`config.mk`:
```
export PLATFORM = sky130hd
export DESIGN_NAME = eth_rx_sfd_align
export DESIGN_NICKNAME = d
export VERILOG_FILES = /design/src/rtl/eth_rx_sfd_align.sv
export SDC_FILE = /design/constraint.sdc
export NUM_CORES = 1
export LEC_CHECK = 0
export CORE_UTILIZATION = 50
export DETAILED_ROUTE_END_ITERATION = 7
export PLACE_DENSITY = 0.79
export SLEW_MARGIN = 10
export SYNTH_ARGS = -nofsm -noshare
export SYNTH_HDL_FRONTEND = slang
export SYNTH_SLANG_ARGS = --single-unit
```
`constraint.sdc`:
```
create_clock -name clk -period 2.9 [get_ports clk]
set_input_delay 0.58 -clock clk [delete_from_list [all_inputs] [get_ports clk]]
set_output_delay 0.58 -clock clk [all_outputs]
set_load 0.02 [all_outputs]
```
`src/rtl/eth_rx_sfd_align.sv`:
```
// Ethernet receive front end: strips preamble/SFD, forwards frame bytes with
// start/last/err framing through a one-byte hold stage, counts dropped frames.
module eth_rx_sfd_align #(
  parameter int PREAMBLE_MIN = 5,
  parameter int PREAMBLE_MAX = 7,
  parameter int CNT_W        = 16
) (
  input  logic             clk,
  input  logic             rst,
  input  logic [7:0]       rx_data,
  input  logic             rx_dv,
  input  logic             rx_er,
  input  logic             ready,
  output logic [7:0]       out,
  output logic             vld,
  output logic             start,
  output logic             last,
  output logic             err,
  output logic [CNT_W-1:0] drop_cnt
);

  localparam int PW = $clog2(PREAMBLE_MAX + 1);

  typedef enum logic [1:0] {IDLE, PREAMBLE, PAYLOAD, DROP} state_t;

  state_t        state;
  logic [PW-1:0] pcnt;
  logic [7:0]    hold;
  logic          hold_vld;
  logic          first;
  logic          err_sticky;

  logic pre_stay;
  logic pre_accept;
  logic drop_evt;

  // Any preamble byte that neither extends nor completes a valid preamble drops the frame.
  always_comb begin
    pre_stay   = 1'b0;
    pre_accept = 1'b0;
    drop_evt   = 1'b0;
    pre_stay   = (rx_data == 8'h55) && !rx_er && (pcnt < PW'(PREAMBLE_MAX));
    pre_accept = (rx_data == 8'hD5) && !rx_er && (pcnt >= PW'(PREAMBLE_MIN)) && ready;
    if (rx_dv) begin
      case (state)
        IDLE:     drop_evt = (rx_data != 8'h55);
        PREAMBLE: drop_evt = !pre_stay && !pre_accept;
        default:  drop_evt = 1'b0;
      endcase
    end
  end

  always_ff @(posedge clk) begin
    if (!rst) begin
      state      <= IDLE;
      pcnt       <= '0;
      hold       <= '0;
      hold_vld   <= 1'b0;
      first      <= 1'b0;
      err_sticky <= 1'b0;
      out        <= '0;
      vld        <= 1'b0;
      start      <= 1'b0;
      last       <= 1'b0;
      err        <= 1'b0;
      drop_cnt   <= '0;
    end else begin
      out   <= '0;
      vld   <= 1'b0;
      start <= 1'b0;
      last  <= 1'b0;
      err   <= 1'b0;

      if (drop_evt && (drop_cnt != '1))
        drop_cnt <= drop_cnt + 1'b1;

      case (state)
        IDLE: begin
          if (rx_dv) begin
            if (rx_data == 8'h55) begin
              state <= PREAMBLE;
              pcnt  <= PW'(1);
            end else begin
              state <= DROP;
            end
          end
        end

        PREAMBLE: begin
          if (!rx_dv) begin
            state <= IDLE;
          end else if (pre_stay) begin
            pcnt <= pcnt + 1'b1;
          end else if (pre_accept) begin
            state      <= PAYLOAD;
            first      <= 1'b1;
            hold_vld   <= 1'b0;
            err_sticky <= 1'b0;
          end else begin
            state <= DROP;
          end
        end

        PAYLOAD: begin
          // The held byte is released one cycle late so the final byte can carry last/err.
          if (rx_dv) begin
            hold     <= rx_data;
            hold_vld <= 1'b1;
            if (rx_er)
              err_sticky <= 1'b1;
            if (hold_vld) begin
              out   <= hold;
              vld   <= 1'b1;
              start <= first;
              first <= 1'b0;
            end
          end else begin
            if (hold_vld) begin
              out   <= hold;
              vld   <= 1'b1;
              start <= first;
              last  <= 1'b1;
              err   <= err_sticky;
            end
            hold_vld   <= 1'b0;
            err_sticky <= 1'b0;
            first      <= 1'b0;
            state      <= IDLE;
          end
        end

        DROP: begin
          if (!rx_dv)
            state <= IDLE;
        end

        default: state <= IDLE;
      endcase
    end
  end

endmodule

```
After elaboration in Yosys (flattened, before gate mapping):

Index checks and enable logic that the tools add are counted.

* RAM bits: 0
* output and inout port bits: 28
* ROM bits: 0
* memories kept: 0
* register bits after elaboration: 44
* word-level logic and storage cells: 89
* latch bits: 0

* order comparisons: 2
* multiply operators: 0
* reductions and logical operators: 24
* eq/ne operators: 17
* shift-type cells: 0
* add/sub/neg operators: 2
* bitwise gates (word level): 3
* mux-type cells: 29
* div/mod/pow operators: 0

Operator list (count)
* adder 16 x 1 -> 16 bit, second input constant: 1
* != test 16 bit, second input constant: 1
* AND reduction 5 bit: 3
* two-way mux 1 bit: 14
* != test 2 bit, second input constant: 7
* two-way mux 3 bit: 4
* two-way mux 2 bit: 5
* != test 3 bit, second input constant: 3
* equality test 8 x 7 -> 1 bit, second input constant: 1
* equality test 8 bit, second input constant: 1
* != test 8 x 7 -> 1 bit, second input constant: 1
* one-hot mux 1 bit (2 select lines): 4
* logical AND 1 bit: 7
* one-hot mux 2 bit (3 select lines): 1
* one-hot mux 3 bit (2 select lines): 1
* AND reduction 3 bit: 2
* equality test 2 bit, second input constant: 2
* AND reduction 2 bit: 2
* AND reduction 4 bit: 1
* nonzero test 2 bit: 2
* OR reduction 4 bit: 1
* adder 3 x 1 -> 3 bit, second input constant: 1
* greater-or-equal comparator 3 bit, second input constant: 1
* zero test 1 bit: 3
* 6 further kinds: 8

Longest topological paths before layout:

Gate-level depths: netlist (run 1).

* depth after elaboration: 9
* mapped depth: 9
* depth with buffers taken out: 7

Worst setup path after synthesis (run 1):

OpenSTA, ideal clock, no wires.

* path kind: register -> register
* start point: register drop_cnt[0]
* end point: register drop_cnt[14]
* setup time: 0.115 ns
* buffers on the path: 1
* period minus slack after synthesis: 2.265 ns
* data required time: 2.785 ns
* setup slack: 0.635 ns
* stages on the path, launching flop included: 8
* arrival time: 2.150 ns
* cell sequence: dfxtp_1 -> ha_1 -> nand2_1 -> or4b_1 -> clkbuf_1 -> or4b_1 -> o21a_1 -> o21a_1

* cells in the longest elaborated chain, start to end: 2
* elaborated cells on any way between the ends: 3
* classes of those cells: 1 x add/sub; 1 x eq/ne; 1 x reduce/logical

RTL lines
* start, declared: RTL line 19 `output logic [CNT_W-1:0] drop_cnt`
* start signal, assigned: RTL line 75 `drop_cnt <= drop_cnt + 1'b1;`
* branches (longest 2 deep; another with adder 16 x 1 -> 16 bit)

Parallel ways; which one is timed is not known.
A chain may end at the register's enable or synchronous reset.

Final worst setup path (run 1):

* start point: input rx_data[7]
* end point: register drop_cnt[13]

* cells in the longest elaborated chain, start to end: 9
* elaborated cells on any way between the ends: 14
* classes of those cells: 3 x eq/ne; 2 x mux; 9 x reduce/logical

RTL lines
* start, declared: RTL line 10 `input logic [7:0] rx_data,`
* equality test 8 bit: RTL line 43 `pre_accept = (rx_data == 8'hD5) && !rx_er && (pcnt >= PW'(PREAMBLE_MIN)) && ready;`
* logical AND 1 bit (3 in a row): RTL line 43
* zero test 1 bit: RTL line 47 `PREAMBLE: drop_evt = !pre_stay && !pre_accept;`
* logical AND 1 bit: RTL line 47
* one-hot mux 1 bit (2 select lines) (*): RTL line 45 `case (state)`
* two-way mux 1 bit (*): RTL line 44 `if (rx_dv) begin`
* logical AND 1 bit (*): RTL line 74 `if (drop_evt && (drop_cnt != '1))`

Mark *: on every way between the ends. The rest lies on a longest branch, timed or not.

==> flow_summary.yaml, run 1 <==
run_status:
  outcome: "complete, no violations"
global_route:
  all_layer_gr_usage_pct: 20.8
  grt_first_pass_wirelength_mm: 6.62
  grt_start_max_net_pins: 30
  number_of_global_route_vias_before_repair: 1442
  number_of_antenna_violations_at_the_first_check_in_global_routing: 0
  grt_remaining_overflow: 0
clocking:
  numCtsBuffers: 5
  cts_setup_buffers: 0
  cts_tree: "done"
  number_of_cells_upsized_or_downsized_after_cts: 0
  clockRootBuffer: "sky130_fd_sc_hd__clkbuf_8"
  clock-sinks: 44
  htree_num_levels: 2
  cts-hold-fix-buffers: 0
  cts-root-to-sink-buffers: 2
  clk_pin_slew_ps: 80
  clkLatencyLatePin_ps: 290
worst_setup_path:
  number_of_buffer_and_inverter_stages_on_the_critical_path: 2
  crit_arrival_ps: 2650
  cpLargestDelayFamily: "simple AND/OR/NAND/NOR gates"
  cell_by_cell_listing_of_the_critical_path: "clkdlybuf4s50_1 -> and4b_1 -> a31o_1 -> a211o_1 -> buf_12 -> or4_1 -> a21oi_1"
  worst-path-max-fanout: 29
  worst_setup_path_end_kind: "flip-flop"
  r2r_cell_count: 8
  timing.critical_path.slowest_cell_delay_ps: 510
  cp-start-kind: "input port"
  worst-path-stages: 7
  critical_path_class: "input port to flip-flop"
  critPathSlowestCell: "sky130_fd_sc_hd__or4_1"
  required_ps: 3130
die:
  design.portCount: 41
  fp.dieH_um: 63.7
  fp.coreArea_sq_um: 3660
  floorplan.rows: 22
  design.die.area_sq_um: 4060
  die_w_um: 63.7
  initial_utilization_pct: 52.0
timing:
  tightest_slew_ps: 588
  clock_skew_ps: 7.09
  timing.slew.headroom_pct: 60.7
  finalHoldViolations: 0
  fmaxAchievable_ghz: 0.413
  min_period_ps: 2420
  final_layout_setup_total_negative_slack_ps: 0
  setup-violations-final: 0
  layout_worst_path_cycle_share_pct: 83.4
  report.final.slew_viol_count: 0
  setup_repair_after_global_routing_missed_its_margin: "no"
synthesis:
  post_synth_instance_area_sq_um: 1900
  yosysSeqAreaShare_pct: 46.3
  synth_area_per_cell_sq_um: 9.07
  ys.flop_type: "sky130_fd_sc_hd__dfxtp_1"
  synth_seq_cells: 44
  gate_count_after_technology_mapping: 210
  synth_async_sr_flop_share_pct: 0
  post_synth_num_cell_types: 40
  synth_edf_count: 0
  yosysWarningCount: 0
  mappedNetlistNets: 226
finish:
  post_route_cells_drive_above_1_share_pct: 7.11
  area.growth.synth_to_final_pct: 30.9
  design.final.nets: 268
  antenna_cells_inserted: 0
run:
  maxCapViolCount: 0
placed_design:
  gp_congestion: 0.789
  buffer_ports.inserted: 40
  dpl.hpwl_mm: 2.75
power:
  intPower_mw: 0.915
  total_switching_power_mw: 0.266
  p_comb_share_pct: 7.2
  power.switching_fraction_pct: 22.5
  power_frac_seq_pct: 52.6
  max-vdd-ir-drop_v: 0.000237
  cellLeakagePower_nw: 0.940
  power_frac_clock_pct: 40.2
  power-per-cell-area_nw_per_um2: 474
  totalPowerFinal_mw: 1.18
route:
  antenna_violating_nets_post_route: 0
  total_length_of_routed_met3_wires_um: 220
  routedLengthMet1_mm: 1.94
  drt_drc: 0
  highest_layer: "met4"
  route.final.wire_length_mm: 4.03
  detailedRoute.firstPassIterationCount: 4
  wl_per_cell_um: 13.4
  via_count: 1669
  per_cell_via_count_in_the_routed_design: 5.54
  drtIter0Drc: 92
  met2_length_mm: 1.81
hold_path:
  hold_depth: 1
  worstHoldPathType: "flip-flop to flip-flop"
flip-flops by register name, summed over array words and instances (netlist names):
name,cells
start,1
hold,8
state,2
out,8
err,1
last,1
drop_cnt,16
hold_vld,1
pcnt,3
first,1
vld,1
err_sticky,1
placed cells by master, fill, tap and decap left out, types with 5 or more instances in the layout:
cell type	count
sky130_fd_sc_hd__nor2_1	18
sky130_fd_sc_hd__or4_1	7
sky130_fd_sc_hd__clkdlybuf4s50_1	40
sky130_fd_sc_hd__and2_1	11
sky130_fd_sc_hd__o31ai_1	7
sky130_fd_sc_hd__nand2_1	17
sky130_fd_sc_hd__dfxtp_1	44
sky130_fd_sc_hd__clkbuf_8	5
sky130_fd_sc_hd__o21ai_0	7
sky130_fd_sc_hd__mux2i_1	13
sky130_fd_sc_hd__a21oi_1	16
sky130_fd_sc_hd__buf_4	5
sky130_fd_sc_hd__nand2b_1	5
sky130_fd_sc_hd__nand4_1	5
cells in the mapped netlist (all sizes together) (2+ instances only):
master,n,area share (%)
nor2,19,3.9
o21a,2,0.79
dfxtp,44,46
o31ai,7,2.8
o21ai,7,1.8
nand2,17,3.4
mux2i,13,6.8
nand3,4,1.1
nor3,3,0.79
nor4,3,0.99
buf,3,0.79
clkbuf,8,1.6
a21oi,16,4.2
or3,4,1.3
nor4bb,2,1.1
nand4,5,1.6
nand2b,5,1.6
or4,7,2.8
nor2b,3,0.99
and3,2,0.66
ha,3,2.0
inv,4,0.79
and4b,2,1.1
or4b,2,1.1
and2,11,3.6
final timing paths:
check	startpoint	endpoint	slack, ps
max	rx_data[7]	drop_cnt[13]	480
min	hold[6]	out[6]	460
max reg2reg	pcnt[1]	drop_cnt[13]	510
min reg2reg	hold[6]	out[6]	460
metal layers:
layer  track usage (%)  up-vias
met5                 0        -
met1              27.5      764
met3              4.71        6
met2              32.4       56
li1                  -      843
met4              8.52        0
cell type report:
| cell class | count | area, sq um |
|---|---|---|
| Sequential cell | 44 | 881 |
| Fill cell | 312 | 1170 |
| Inverter | 4 | 15.0 |
| Clock buffer | 5 | 68.8 |
| Tap cell | 48 | 60.1 |
| Multi-Input combinational cell | 151 | 963 |
| Timing Repair Buffer | 46 | 458 |
| Clock inverter | 3 | 46.3 |
stage by stage:
stage / cells / instance area, sq um / worst slack [ps] / util, % / hold WS, ps
after floorplan: 210 / 1900 / 635 / - / 430
after global placement: 293 / 2380 / 219 / 64.9 / 436
after detailed placement: 293 / 2380 / 167 / 64.9 / 444
after CTS: 301 / 2490 / 492 / 68.1 / 465
after global routing: 301 / 2490 / 376 / 68.1 / 477
final: 301 / 2490 / 480 / 68.1 / 461
power by group through the flow:
stage	Clock [mW]	Combinational (mW)	Sequential (mW)
2_1_floorplan	0	0.0438	0.634
6_report	0.475	0.0846	0.621
3_5_place_dp	0	0.0840	0.635
4_1_cts	0.484	0.0846	0.621
3_3_place_gp	0	0.0826	0.635
5_1_grt	0.517	0.0920	0.623
cells by family after synthesis:
| family | after synthesis | share of synthesized area, % |
|---|---|---|
| fa+ha+maj | 3 | 1.97 |
| flops | 44 | 46.3 |
| buf+inv | 15 | 3.15 |
| mux | 14 | 7.42 |
| simple gates | 92 | 27.1 |
| compound gates | 42 | 14.1 |
No activity file was read; power rests on OpenSTA's default activity.
==> run 2: changes to the inputs <==
CORE_UTILIZATION = 45   (was 50)
PLACE_DENSITY = 0.75   (was 0.79)
clock period = 2 ns   (was 2.9 ns; I/O delays follow)
==> run 2 against run 1 <==
  * The run now ends with setup timing left
  * Count of clock-buffer cells in the layout unchanged
  * Via count increased by 5.2%
  * Critical path depth grew 1
  * Register-to-register slack got worse by 710 ps
  * Sequential cell count unchanged
==> flow_summary.yaml, run 2 (synthesis results as in run 1) <==
placed_design:
  place_ws_ps: -477
  dpl.hpwl_mm: 3.04
  buffer_ports.inserted: 40
  gp_congestion: 0.856
clocking:
  cts_setup_buffers: 0
  clkLatencyLatePin_ps: 310
  clockRootBuffer: "sky130_fd_sc_hd__clkbuf_8"
  htree_num_levels: 2
  numCtsBuffers: 5
  cts-hold-fix-buffers: 0
  cts_tree: "done"
  clk_pin_slew_ps: 90
  cts-root-to-sink-buffers: 2
  clock-sinks: 44
timing:
  layout_worst_path_cycle_share_pct: 110
  setup-violations-final: 14
  holdWs_ps: 463
  min_period_ps: 2200
  report.final.slew_viol_count: 0
  setup_repair_after_global_routing_missed_its_margin: "yes"
  fmaxAchievable_ghz: 0.455
  clock_skew_ps: 14.6
  tightest_slew_ps: 546
  timing.slew.headroom_pct: 63.3
  fin_ws_ps: -197
  finalHoldViolations: 0
worst_setup_path:
  critPathSlowestCell: "sky130_fd_sc_hd__or4_1"
  timing.critical_path.slowest_cell_delay_ps: 430
  worst-path-max-fanout: 29
  cell_by_cell_listing_of_the_critical_path: "inv_2 -> ha_2 -> or3_4 -> a31o_1 -> a211o_1 -> buf_12 -> or4_1 -> a21oi_2"
  required_ps: 2240
  critical_path_class: "flip-flop to flip-flop"
  number_of_buffer_and_inverter_stages_on_the_critical_path: 2
  cpLargestDelayFamily: "simple AND/OR/NAND/NOR gates"
  crit_arrival_ps: 2440
  worst_setup_path_end_kind: "flip-flop"
  cp-start-kind: "flip-flop"
hold_path:
  worstHoldPathType: "flip-flop to flip-flop"
route:
  wl_per_cell_um: 13.8
  drt_drc: 0
  antenna_violating_nets_post_route: 0
  detailedRoute.firstPassIterationCount: 4
  per_cell_via_count_in_the_routed_design: 5.47
  via_count: 1756
  route.final.wire_length_mm: 4.43
  drtIter0Drc: 120
finish:
  design.final.nets: 286
  biggestRegsByFlops: "drop_cnt: 16 flops, hold: 8 flops, out: 8 flops"
  fin_util_pct: 68.0
  largest_register_ffs: 16
  antenna_cells_inserted: 0
  post_route_cells_drive_above_1_share_pct: 22.5
  area.growth.synth_to_final_pct: 43.8
  layout.cells.most_common: "sky130_fd_sc_hd__clkdlybuf4s50_1"
  final_cell_mix: "sky130_fd_sc_hd__clkdlybuf4s50_1, sky130_fd_sc_hd__dfxtp_1, sky130_fd_sc_hd__buf_4"
  largest-register: "drop_cnt"
power:
  cellLeakagePower_nw: 1.05
  power-per-cell-area_nw_per_um2: 640
  totalPowerFinal_mw: 1.75
  max-vdd-ir-drop_v: 0.000363
die:
  design.die.area_sq_um: 4500
  die_w_um: 67.1
  floorplan.rows: 23
  design.portCount: 41
  fp.dieH_um: 67.1
  fp.coreArea_sq_um: 4030
  initial_utilization_pct: 47.3
global_route:
  grt_start_max_net_pins: 30
  number_of_antenna_violations_at_the_first_check_in_global_routing: 0
  number_of_global_route_vias_before_repair: 1552
  all_layer_gr_usage_pct: 22.3
  grt_first_pass_wirelength_mm: 7.34
  grt_remaining_overflow: 0
run_status:
  outcome: "finished, violations left"
  violations: "setup timing"
run:
  maxCapViolCount: 0
[run 2: cell count changes in the layout (fill, tap and decap cells not counted), sizes merged]
| cell | delta |
|---|---|
| inv | +1 |
| clkinvlp | -1 |
| buf | +18 |
[run 2: what timing repair did]
action / in CTS / in global routing
endpoints found under the hold margin: 0 / 0
gates resized for setup: 3 / 6
endpoints found under the setup margin: 13 / 17
pin swaps: 0 / 1
[run 2: final timing paths]
check               start           to  slack (ps)  depth (start not counted)
hold / removal    hold[1]       out[1]         460                          1
hold reg to reg   hold[1]       out[1]         460                          1
setup reg to reg  pcnt[1]  drop_cnt[3]        -200                          8
setup / recovery  pcnt[1]  drop_cnt[3]        -200                          8
[run 2: routing by layer]
layer,global-route usage [%],share of wire [%],up-vias
met1,31.1,46,802
met4,10.1,1.6,0
met2,31.4,45,66
met3,6.16,7.2,8
li1,-,-,880
met5,0,0,-
[run 2: area by class of cell]
type | count | area, sq um
Inverter | 4 | 15.0
Clock inverter | 3 | 45.0
Multi-Input combinational cell | 151 | 1050
Fill cell | 326 | 1290
Timing Repair Buffer | 64 | 593
Tap cell | 50 | 62.6
Sequential cell | 44 | 901
Clock buffer | 5 | 68.8
[run 2: power by group]
group | switching (mW) | internal, mW
sequential | 0.0126 | 0.888
combinational | 0.0670 | 0.0719
clock | 0.335 | 0.378
[run 2: metrics by stage]
stage | std cells | cell area, sq um | TNS [ps]
6_report | 321 | 2740 | -1920
5_1_grt | 321 | 2740 | -3060
4_1_cts | 321 | 2700 | -1680
3_5_place_dp | 313 | 2580 | -7050
3_3_place_gp | 313 | 2580 | -6440
2_1_floorplan | 210 | 1980 | -503
==> run 3: changes to the inputs <==
ABC_AREA = 1   (was not set)
CAP_MARGIN = 20   (was not set)
CORE_UTILIZATION = 46   (was 45)
==> run 3 against run 2 <==
  * The run now ends clean
  * Non-clock buffer count fell by 14
  * Register-to-register slack improved by 550 ps
  * Worst hold slack got worse by 41 ps
  * First-iteration DRC count rose by 7.5%
  * Total power rose by 23%
  * Final area fell by 3.0%
  * Sequential share of layout area rose by 0.25 points
  * Critical path type is now flip-flop to output pin
==> flow_summary.yaml, run 3 <==
synthesis:
  gate_count_after_technology_mapping: 290
  synth_async_sr_flop_share_pct: 0
  most_repeated_cell_in_the_gate_level_netlist_after_synthesis: "sky130_fd_sc_hd__nand2_1"
  post_synth_instance_area_sq_um: 2060
  mappedNetlistNets: 306
  yosysSeqAreaShare_pct: 42.8
  synth.largest_area_cell: "sky130_fd_sc_hd__dfxtp_1"
  synth.area.top_cells: "sky130_fd_sc_hd__dfxtp_1, sky130_fd_sc_hd__nand2_1, sky130_fd_sc_hd__a21oi_1, sky130_fd_sc_hd__nand3_1, sky130_fd_sc_hd__nor2_1"
  ys.flop_type: "sky130_fd_sc_hd__dfxtp_1"
  yosysWarningCount: 0
  fraction_of_post_synthesis_cell_area_in_the_top_cell_type_by_area_pct: 42.8
  synth_seq_cells: 44
  post_synth_num_cell_types: 27
  synth_edf_count: 0
  synth_commonest_cells: "sky130_fd_sc_hd__nand2_1, sky130_fd_sc_hd__dfxtp_1, sky130_fd_sc_hd__nor2_1"
  synth_area_per_cell_sq_um: 7.10
timing:
  min_period_ps: 1830
  fmaxAchievable_ghz: 0.547
  holdWs_ps: 421
  clock_skew_ps: 6.90
  layout_worst_path_cycle_share_pct: 91.4
  setup_repair_after_global_routing_missed_its_margin: "no"
  fin_ws_ps: 173
  timing.slew.headroom_pct: 77.9
  report.final.slew_viol_count: 0
  setup-violations-final: 0
  final_layout_setup_total_negative_slack_ps: 0
  finalHoldViolations: 0
  tightest_slew_ps: 329
finish:
  fill_cells: 401
  largest-register: "drop_cnt"
  area.growth.synth_to_final_pct: 29.1
  biggestRegsByFlops: "drop_cnt: 16 flops, hold: 8 flops, out: 8 flops"
  antenna_cells_inserted: 0
  post_route_cells_drive_above_1_share_pct: 8.53
  layout.cells.most_common: "sky130_fd_sc_hd__nand2_1"
  final_cell_mix: "sky130_fd_sc_hd__nand2_1, sky130_fd_sc_hd__dfxtp_1, sky130_fd_sc_hd__clkdlybuf4s50_1"
  final_cell_area_sq_um: 2660
  design.final.nets: 356
  largest_register_ffs: 16
worst_setup_path:
  critical_path_class: "flip-flop to output pin"
  worst_setup_path_end_kind: "output pin"
  worst-path-max-fanout: 7
  number_of_buffer_and_inverter_stages_on_the_critical_path: 1
  required_ps: 1600
  timing.critical_path.slowest_cell_delay_ps: 670
  critPathSlowestCell: "sky130_fd_sc_hd__clkdlybuf4s50_1"
  cpLargestDelayFamily: "buffers and inverters"
  cp-start-kind: "flip-flop"
  cell_by_cell_listing_of_the_critical_path: "clkdlybuf4s50_1"
  crit_arrival_ps: 1430
route:
  per_cell_via_count_in_the_routed_design: 4.99
  drt_drc: 0
  antenna_violating_nets_post_route: 0
  drtIter0Drc: 129
  detailedRoute.firstPassIterationCount: 4
  via_count: 1947
  route.final.wire_length_mm: 4.47
  wl_per_cell_um: 11.4
global_route:
  grt_remaining_overflow: 0
  grt_start_max_net_pins: 20
  number_of_antenna_violations_at_the_first_check_in_global_routing: 0
  grt_first_pass_wirelength_mm: 7.79
  number_of_global_route_vias_before_repair: 1736
  all_layer_gr_usage_pct: 22.1
clocking:
  cts-hold-fix-buffers: 0
  clockRootBuffer: "sky130_fd_sc_hd__clkbuf_8"
  clk_pin_slew_ps: 70
  cts-root-to-sink-buffers: 2
  clkLatencyLatePin_ps: 290
  number_of_cells_upsized_or_downsized_after_cts: 0
  numCtsBuffers: 5
  htree_num_levels: 2
  cts_tree: "done"
  clock-sinks: 44
  cts_setup_buffers: 0
placed_design:
  placed_cell_area_sq_um: 2560
  dpl.hpwl_mm: 3.29
  gp_congestion: 0.842
  place_ws_ps: 114
  buffer_ports.inserted: 40
power:
  power-per-cell-area_nw_per_um2: 811
  max-vdd-ir-drop_v: 0.000527
  cellLeakagePower_nw: 1.00
die:
  die_w_um: 68.9
  initial_utilization_pct: 49.7
  floorplan.rows: 23
  design.portCount: 41
  design.die.area_sq_um: 4750
  fp.coreArea_sq_um: 4140
  fp.dieH_um: 68.9
run:
  maxCapViolCount: 0
hold_path:
  worstHoldPathType: "flip-flop to flip-flop"
run_status:
  outcome: "complete, no violations"
-- run 3: changes by cell type in the layout (fill, tap and decap cells not counted), sizes merged, moves of 7 or more --
cell and change:
nand2 +47, nand3 +26, inv +25, nor2 +23
a21oi +14, buf -14, mux2i -13, and2 -10
o21ai +8, o31ai -7, or4 -7, xnor2 +7
-- run 3: cell families after synthesis --
kind of cell | share of synthesized area (%)
AOI/OAI and AO/OA | 11.1
xor gates and xnor gates | 5.11
and+or+nand+nor | 31.6
adders and majority gates | 1.82
DFF | 42.8
buffers and inverters | 7.60
-- run 3: worst min-delay path, stage by stage, from the launching register on --
cell and delay (ps):
sky130_fd_sc_hd__dfxtp_1 310, sky130_fd_sc_hd__inv_1 40, sky130_fd_sc_hd__nor2_1 30
-- run 3: layout make-up --
class	instances	area (sq um)	share of cell area, %
inverter	32	120	4.52
multi-input combinational	207	1020	38.4
clock buffer	7	96.3	3.63
sequential	44	881	33.2
tap	50	62.6	2.36
timing repair buffer	50	475	17.9
-- run 3: metrics by stage --
| step | total power, mW | instances | utilization, % |
|---|---|---|---|
| after global routing | 2.30 | 390 | 64.1 |
| after floorplan | 1.40 | 290 | - |
| after global placement | 1.58 | 383 | 61.8 |
| final | 2.15 | 390 | 64.1 |
| after CTS | 2.17 | 390 | 64.1 |
| after detailed placement | 1.59 | 383 | 61.8 |
-- run 3: path summary, 6_finish.rpt --
check	from	to	slack [ps]	cells past startpoint
worst max register to register	drop_cnt[1]	drop_cnt[3]	350	9
worst min register to register	hold[3]	out[3]	420	2
worst min-delay path	hold[3]	out[3]	420	2
worst max-delay path	drop_cnt[2]	drop_cnt[2]	170	1
-- run 3: layer usage --
layer / vias up / GRT usage, % / share of wire [%]
met5: - / 0 / 0
met4: 0 / 9.18 / 1.4
met3: 6 / 3.45 / 4.8
met2: 55 / 34.2 / 43
met1: 855 / 30.4 / 51
li1: 1031 / - / -
-- run 3: report_power, final --
part | switching [mW] | internal [mW]
Clock | 0.279 | 0.307
Sequential | 0.0486 | 0.949
Combinational | 0.355 | 0.213
Total | 0.683 | 1.47
